--- src/rtl/div_seq.sv ---
// rtl/div_seq.sv - multi-cycle radix-2 restoring 32-bit divider (DIV/DIVU)
//
// Purpose:
//   Executes DIV (signed) and DIVU (unsigned) for the execute stage, one
//   quotient bit per cycle. Produces {remainder, quotient} for HI/LO and
//   holds the pipeline via stall_o while an operation is in flight.
//
// Ports:
//   clk           in   1  rising-edge clock
//   rst           in   1  synchronous active-high reset
//   signed_div_i  in   1  1 = DIV (signed), 0 = DIVU; sampled on accept
//   opdata1_i     in  32  dividend; sampled on accept
//   opdata2_i     in  32  divisor; sampled on accept
//   start_i       in   1  request, held high until ready_o is seen
//   annul_i       in   1  abort request (flush / exception)
//   result_o      out 64  {remainder, quotient}; zero outside END
//   ready_o       out  1  high only in END
//   stall_o       out  1  start_i & ~ready_o (combinational)

module div_seq (
  input  logic        clk,
  input  logic        rst,
  input  logic        signed_div_i,
  input  logic [31:0] opdata1_i,
  input  logic [31:0] opdata2_i,
  input  logic        start_i,
  input  logic        annul_i,
  output logic [63:0] result_o,
  output logic        ready_o,
  output logic        stall_o
);

  typedef enum logic [1:0] {
    S_FREE   = 2'd0,
    S_BYZERO = 2'd1,
    S_ON     = 2'd2,
    S_END    = 2'd3
  } state_t;

  state_t state;
  state_t next_state;

  // Operation context captured when a divide is accepted.
  logic        sgn;        // signed operation
  logic        dvd_neg;    // dividend sign bit
  logic        dvs_neg;    // divisor sign bit
  logic [31:0] dvs_mag;    // |divisor| (raw value when unsigned)

  // Work register: [64:32] partial remainder, [31:0] dividend bits being
  // shifted out while quotient bits are shifted in from the bottom.
  logic [64:0] work;
  logic [5:0]  cnt;

  // Control strobes from the output process.
  logic        load_ops;
  logic        step;
  logic [63:0] result_nxt;
  logic        ready_nxt;

  // Request decode.
  logic accept;
  logic abort;
  logic last_iter;

  assign accept    = start_i & ~annul_i;
  assign abort     = annul_i | ~start_i;
  assign last_iter = (cnt == 6'd31);

  // --------------------------------------------------------------------
  // Operand magnitudes at accept time.
  // --------------------------------------------------------------------
  logic [31:0] dvd_abs;
  logic [31:0] dvs_abs;

  // Negating 0x80000000 yields 0x80000000, which is the correct unsigned
  // magnitude 2^31, so no special case is needed for the most negative value.
  assign dvd_abs = (signed_div_i && opdata1_i[31]) ? (~opdata1_i + 32'd1) : opdata1_i;
  assign dvs_abs = (signed_div_i && opdata2_i[31]) ? (~opdata2_i + 32'd1) : opdata2_i;

  // --------------------------------------------------------------------
  // One restoring iteration.
  // --------------------------------------------------------------------
  logic [65:0] work_shift;
  logic [33:0] trial;
  logic [64:0] work_step;

  // The shift is taken one bit wider than the work register so that the
  // subtraction sees every bit of the partial remainder; the borrow out of
  // the 34-bit difference is the "trial went negative" flag.
  assign work_shift = {work, 1'b0};
  assign trial      = work_shift[65:32] - {2'b00, dvs_mag};

  always_comb begin
    work_step = work_shift[64:0];
    if (!trial[33]) begin
      work_step = {trial[32:0], work_shift[31:1], 1'b1};
    end
  end

  // --------------------------------------------------------------------
  // Sign fixup applied to the value produced by the final iteration.
  // --------------------------------------------------------------------
  logic [31:0] quot_raw;
  logic [31:0] rem_raw;
  logic [31:0] quot_fix;
  logic [31:0] rem_fix;
  logic        unused_work_msb;

  assign quot_raw = work_step[31:0];
  assign rem_raw  = work_step[63:32];

  // The remainder is always smaller than the divisor, so bit 64 is zero
  // after every completed iteration and carries no result information.
  assign unused_work_msb = work_step[64];

  // Quotient sign follows the XOR of operand signs; remainder sign follows
  // the dividend (truncating division).
  assign quot_fix = (sgn && (dvd_neg ^ dvs_neg)) ? (~quot_raw + 32'd1) : quot_raw;
  assign rem_fix  = (sgn && dvd_neg)             ? (~rem_raw + 32'd1)  : rem_raw;

  // --------------------------------------------------------------------
  // FSM: state register.
  // --------------------------------------------------------------------
  always_ff @(posedge clk) begin
    if (rst) begin
      state <= S_FREE;
    end else begin
      state <= next_state;
    end
  end

  // --------------------------------------------------------------------
  // FSM: next-state logic.
  // --------------------------------------------------------------------
  always_comb begin
    next_state = state;
    case (state)
      S_FREE: begin
        // annul_i masks a simultaneous start, so nothing is launched.
        if (accept) begin
          next_state = (opdata2_i == 32'd0) ? S_BYZERO : S_ON;
        end
      end
      S_BYZERO: begin
        next_state = S_END;
      end
      S_ON: begin
        // Abort has priority even over the final iteration.
        if (abort) begin
          next_state = S_FREE;
        end else if (last_iter) begin
          next_state = S_END;
        end
      end
      S_END: begin
        // annul_i is deliberately not looked at here: the result is
        // already architecturally complete.
        if (!start_i) begin
          next_state = S_FREE;
        end
      end
      default: begin
        next_state = S_FREE;
      end
    endcase
  end

  // --------------------------------------------------------------------
  // FSM: output / control decode.
  // --------------------------------------------------------------------
  always_comb begin
    load_ops   = 1'b0;
    step       = 1'b0;
    result_nxt = 64'd0;
    ready_nxt  = (next_state == S_END);

    case (state)
      S_FREE: begin
        load_ops = (next_state == S_ON);
      end
      S_BYZERO: begin
        // Divide-by-zero result is fixed to zero.
        result_nxt = 64'd0;
      end
      S_ON: begin
        step = ~abort;
        if (next_state == S_END) begin
          result_nxt = {rem_fix, quot_fix};
        end
      end
      S_END: begin
        if (next_state == S_END) begin
          result_nxt = result_o;
        end
      end
      default: begin
        result_nxt = 64'd0;
      end
    endcase
  end

  // --------------------------------------------------------------------
  // Datapath and registered outputs.
  // --------------------------------------------------------------------
  always_ff @(posedge clk) begin
    if (rst) begin
      cnt      <= 6'd0;
      work     <= 65'd0;
      sgn      <= 1'b0;
      dvd_neg  <= 1'b0;
      dvs_neg  <= 1'b0;
      dvs_mag  <= 32'd0;
      result_o <= 64'd0;
      ready_o  <= 1'b0;
    end else begin
      if (load_ops) begin
        sgn     <= signed_div_i;
        dvd_neg <= opdata1_i[31];
        dvs_neg <= opdata2_i[31];
        dvs_mag <= dvs_abs;
        work    <= {33'd0, dvd_abs};
        cnt     <= 6'd0;
      end else if (step) begin
        work <= work_step;
        cnt  <= cnt + 6'd1;
      end
      result_o <= result_nxt;
      ready_o  <= ready_nxt;
    end
  end

  assign stall_o = start_i & ~ready_o;

endmodule

--- config.mk ---
export PLATFORM = sky130hd
export DESIGN_NAME = div_seq
export DESIGN_NICKNAME = d
export VERILOG_FILES = /design/src/rtl/div_seq.sv
export SDC_FILE = /design/constraint.sdc
export NUM_CORES = 1
export LEC_CHECK = 0
export BUFFER_PORTS_ARGS = -buffer_cell sky130_fd_sc_hd__buf_2
export CAP_MARGIN = 20
export CORE_AREA = 10 10 157 159
export DETAILED_ROUTE_END_ITERATION = 6
export DIE_AREA = 0 0 167 169
export PLACE_DENSITY = 0.79
export REMOVE_ABC_BUFFERS = 1
export SLEW_MARGIN = 20
export SYNTH_ARGS = -nofsm -noshare
export SYNTH_HDL_FRONTEND = slang
export SYNTH_SLANG_ARGS = --single-unit
--- constraint.sdc ---
create_clock -name clk -period 12.8 [get_ports clk]
set_input_delay 2.56 -clock clk [delete_from_list [all_inputs] [get_ports clk]]
set_output_delay 2.56 -clock clk [all_outputs]
set_load 0.02 [all_outputs]
* Word-level counts from Yosys, hierarchy flattened *
Index checks and enable logic that the tools add are counted.
Widths: inputs -> output; s select.

word-level totals
  output and inout bits = 66
  logic and storage cells = 61
  bits in registers = 173
  input port bits = 69

operators by class
  $add $sub $neg = 6
  reductions and logical operators = 8
  equal/unequal tests = 7
  mux-type cells = 18
  bitwise gates (word level) = 12

operator list
  cell                   number
  $mux 32                6
  $add 32x1->32 const B  4
  $mux 64                2
  $not 32->32            4
  $pmux 64 s2            1
  $mux 65                1
  $sub 34x32->34         1
  $logic_not 32->1       1
  $mux 2                 5
  $eq 2x2->1 const B     4
  $pmux 2 s4             1
  $add 6x1->6 const B    1
  $eq 6x5->1 const B     1
  $logic_and 1x1->1      4
  $not 1->1              4
  $and 1x1->1            2
  $eq 2x1->1 const B     1
  $logic_not 2->1        1
  $mux 1                 2
  $ne 2x2->1 const B     1
  $reduce_bool 2->1      1
  $reduce_or 2->1        1
  $or 1x1->1             1
  $xor 1x1->1            1

* Depth between registers and ports, before layout *
  word-level depth = 7
  mapped depth = 23
  mapped depth without buffers = 18

* Worst setup path before layout *
OpenSTA, ideal clock, no wires.

  path type = input to register
  start = input opdata2_i[0]
  end = register dvs_mag[0]
  slack = 7269 ps
  arrival = 5460 ps
  required time = 12730 ps
  stages = 15
  setup time = 70 ps
  path buffers = 3
  cells stage by stage = inv_1 > ha_1 > nor3b_1 > nand3_1 > nor4_1 > and2_1 > and3_1 > nand2_1 > o311ai_0 > or3_1 > buf_2 > buf_2 > buf_1 > nand2_1 > a21oi_1

on the way
  word-level cells in the longest chain between the ends = 6

ends and longest elaborated chain
  element                                                RTL line  text
  from (decl)                                            25        input logic [31:0] opdata2_i,
  branches (longest 6 deep; another with $add 32x1->32)  n/a
  to (signal assigned)                                   220       dvs_mag <= dvs_abs;
  to (decl)                                              47        logic [31:0] dvs_mag;

Parallel ways; which one is timed is not known.
A chain may end at the register's enable or synchronous reset.

* Worst setup path in the final report *
  start = input opdata2_i[0]
  end = register work[25]

on the way
  word-level cells in the longest chain between the ends = 7

ends and longest elaborated chain
  element                                              RTL line  text
  $logic_not 32->1 (*)                                 141       next_state = (opdata2_i == 32'd0) ? S_BYZERO : S_ON;
  $mux 2 (*)                                           141
  $mux 2 (*)                                           140       if (accept) begin
  $pmux 2 s4 (*)                                       137       case (state)
  $eq 2x2->1 (*)                                       179       load_ops = (next_state == S_ON);
  $mux 1 (*)                                           177       case (state)
  $mux 32 / $reduce_bool 2->1 (equally long branches)  n/a
  to (signal assigned)                                 221       work <= {33'd0, dvd_abs};
  to (signal assigned)                                 224       work <= work_step;
  to (decl)                                            51        logic [64:0] work;

Mark *: on every way between the ends. The rest lies on a longest branch, timed or not.

==> out/metrics.yaml <==
run_status:
  status: "complete, no violations"
synthesis:
  syn_area_per_cell_um2: 7.572
  synth-async-reset-ratio: 0
  ys_top_cells_by_count: "nor2_1, nand2_1, dfxtp_1"
  syn_area_mm2: 0.01163
  yosysMostFrequentCell: "nor2_1"
  synth_top_area_share: 0.2978
  ys_ff_latch: 173
  synth_cell_type_count: 73
  synthTopCellsByArea: "dfxtp_1, xor2_1, nor2_1"
  synth-main-ff-cell: "dfxtp_1"
  ys_warn_count: 0
  synth_edf_count: 0
  syn_inst: 1536
  yosysTopAreaCell: "dfxtp_1"
  seq_area_frac_synth: 0.2978
worst_setup_path:
  endpoint_kind: "register"
  start_kind: "input port"
  criticalPathCategory: "in2reg"
  crit_arrival_ps: 6670
  cp.required_ps: 13130
  rrSetupSlack_ps: 7100
  cp_max_fo: 68
timing:
  max_freq_mhz: 157.9
  slew_headroom: 0.2775
  worstMarginPinSlew_ps: 1084
  final_hold_viol_count: 0
  holdWs_ps: 441.3
  fin_setup_tns_ps: 0
  skew_ps: 9.542
  drv_slew: 0
  setup_viol: 0
  min_period_ps: 6335
  worst_slack_ps: 6465
  rsz0062_at_grt: "false"
  post-route-period-util: 0.4949
power:
  peakVddDrop_v: 0.0001128
  p_sw_frac: 0.3594
  power_mw: 1.686
  p_int_mw: 1.080
  seq_power_share: 0.345
  pwr-share-clk: 0.333
  power_switching_mw: 0.6059
  combPwrFrac: 0.322
  pwr_density_cell_mw_per_mm2: 129.4
  p_leak_nw: 5.249
job:
  drv_cap: 0
global_route:
  grtUsageTotal: 0.2291
  grt_max_degree: 111
  first_global_vias: 11030
  overflow: 0
  antenna_found_initial: 1
  grt_pass1_wl_mm: 54.81
route:
  drtIter0Drc: 990
  vias: 11440
  drt-pass1-iter-count: 5
  drc: 0
  vias_per_cell: 6.025
  wl_per_cell_um: 17.82
  wl_mm: 33.84
  ant_nets: 0
placement:
  dp_slack_ps: 5898
  dpl.hpwl_mm: 24.78
  placed_area_mm2: 0.01236
  portBuffers: 134
  gp_congestion: 0.9070
floorplan:
  dieArea_mm2: 0.02822
  start_util: 0.5396
  ios: 135
  fp.coreArea_mm2: 0.02155
  rows: 54
  die_w_um: 167
  fp.dieH_um: 169
cts:
  cts_buffers: 17
  clock_latency_ps: 440
  ctsHoldBuffers: 0
  cts_tree: "yes"
  cts_setup_buffers: 0
  clkTransAtPathRegs_ps: 70
  cts.sinks: 173
  h-tree-depth: 4
  cts_resized: 0
  cts-root-buf: "clkbuf_16"
  clock_path_buffers: 2
worst_hold_path:
  hp-class: "reg2reg"
cells_and_area:
  design_area_mm2: 0.01303
  nNetsFinal: 1712
  drive_above_1_share: 0.1286
  syn_to_final_growth_pct: 11.99
[through the flow]
stage | util | cells
finish | 0.6044 | 1899
global route | 0.6043 | 1898
CTS | 0.6030 | 1897
detailed placement | 0.5733 | 1865
global placement | 0.5726 | 1864
floorplan | - | 1441
[worst max-delay path: stages]
cell and delay [ps]:
buf_2 120, inv_1 50, ha_1 150, nor3b_1 450, nand3_1 200, nor4_1 410
and2_1 260, and3_1 240, nand2_1 90, o311ai_0 640, or3_4 340, buf_4 440
buf_16 300, nor2_1 90, a311oi_1 280
[routing by layer]
metal | track usage | part of all wire
met5 | 0 | 0
met4 | 0.07369 | 0.025
met1 | 0.2907 | 0.44
met2 | 0.3832 | 0.47
met3 | 0.04308 | 0.067
[power by group through the flow]
stage | registers (mW) | clock network (mW) | logic, mW
3_5_place_dp | 0.593 | 0 | 0.527
6_report | 0.581 | 0.562 | 0.543
5_1_grt | 0.584 | 0.590 | 0.596
4_1_cts | 0.580 | 0.567 | 0.531
2_1_floorplan | 0.586 | 0 | 0.396
3_3_place_gp | 0.592 | 0 | 0.520
[flip-flops by register name (all words and copies together) (netlist names)]
name      flops
state         2
work         65
ready_o       1
dvs_mag      32
result_o     64
sgn           1
cnt           6
dvs_neg       1
dvd_neg       1
[area by class of cell]
type	instances	area, um^2
fill	1935	8527
multi-input combinational	1206	7550
sequential	173	3463
timing repair buffer	145	783.3
clock buffer	19	452.9
tap	280	350.3
inverter	62	237.7
clock inverter	13	186.4
antenna	1	2.502
[cells in the final DEF, fill, tap and decap left out, types with 11 or more instances in the layout]
master | netlist | routed
nor2_1 | 198 | 198
nand2_1 | 193 | 193
dfxtp_1 | 173 | 173
buf_2 | 5 | 133
a21oi_1 | 100 | 100
xor2_1 | 90 | 90
o21ai_0 | 80 | 80
xnor2_1 | 69 | 69
inv_1 | 61 | 61
a211oi_1 | 60 | 60
ha_1 | 37 | 37
a311oi_1 | 35 | 35
nor3_1 | 35 | 34
a22oi_1 | 31 | 31
nand3_1 | 26 | 26
nor4_1 | 25 | 25
mux2i_1 | 24 | 24
clkbuf_16 | 0 | 17
and2_1 | 17 | 16
o31ai_1 | 15 | 15
a31oi_1 | 14 | 14
or3_1 | 14 | 13
o211ai_1 | 11 | 11
[cells by family after synthesis]
logic type | Yosys count | synth area share
and+or+nand+nor | 564 | 0.2177
AOI/OAI and AO/OA | 415 | 0.2409
DFF | 173 | 0.2978
xor gates and xnor gates | 159 | 0.1197
buffers and inverters | 157 | 0.05454
adders and majority gates | 38 | 0.04152
muxes | 30 | 0.02786
[worst paths after layout]
kind / start / end / depth (start not counted)
setup reg to reg: work[57] / result_o[56] / 14
hold reg to reg: result_o[61] / result_o[61] / 2
hold / removal: result_o[61] / result_o[61] / 2
setup / recovery: opdata2_i[0] / work[25] / 15
Note: power is estimated with default switching activity, not from simulation.
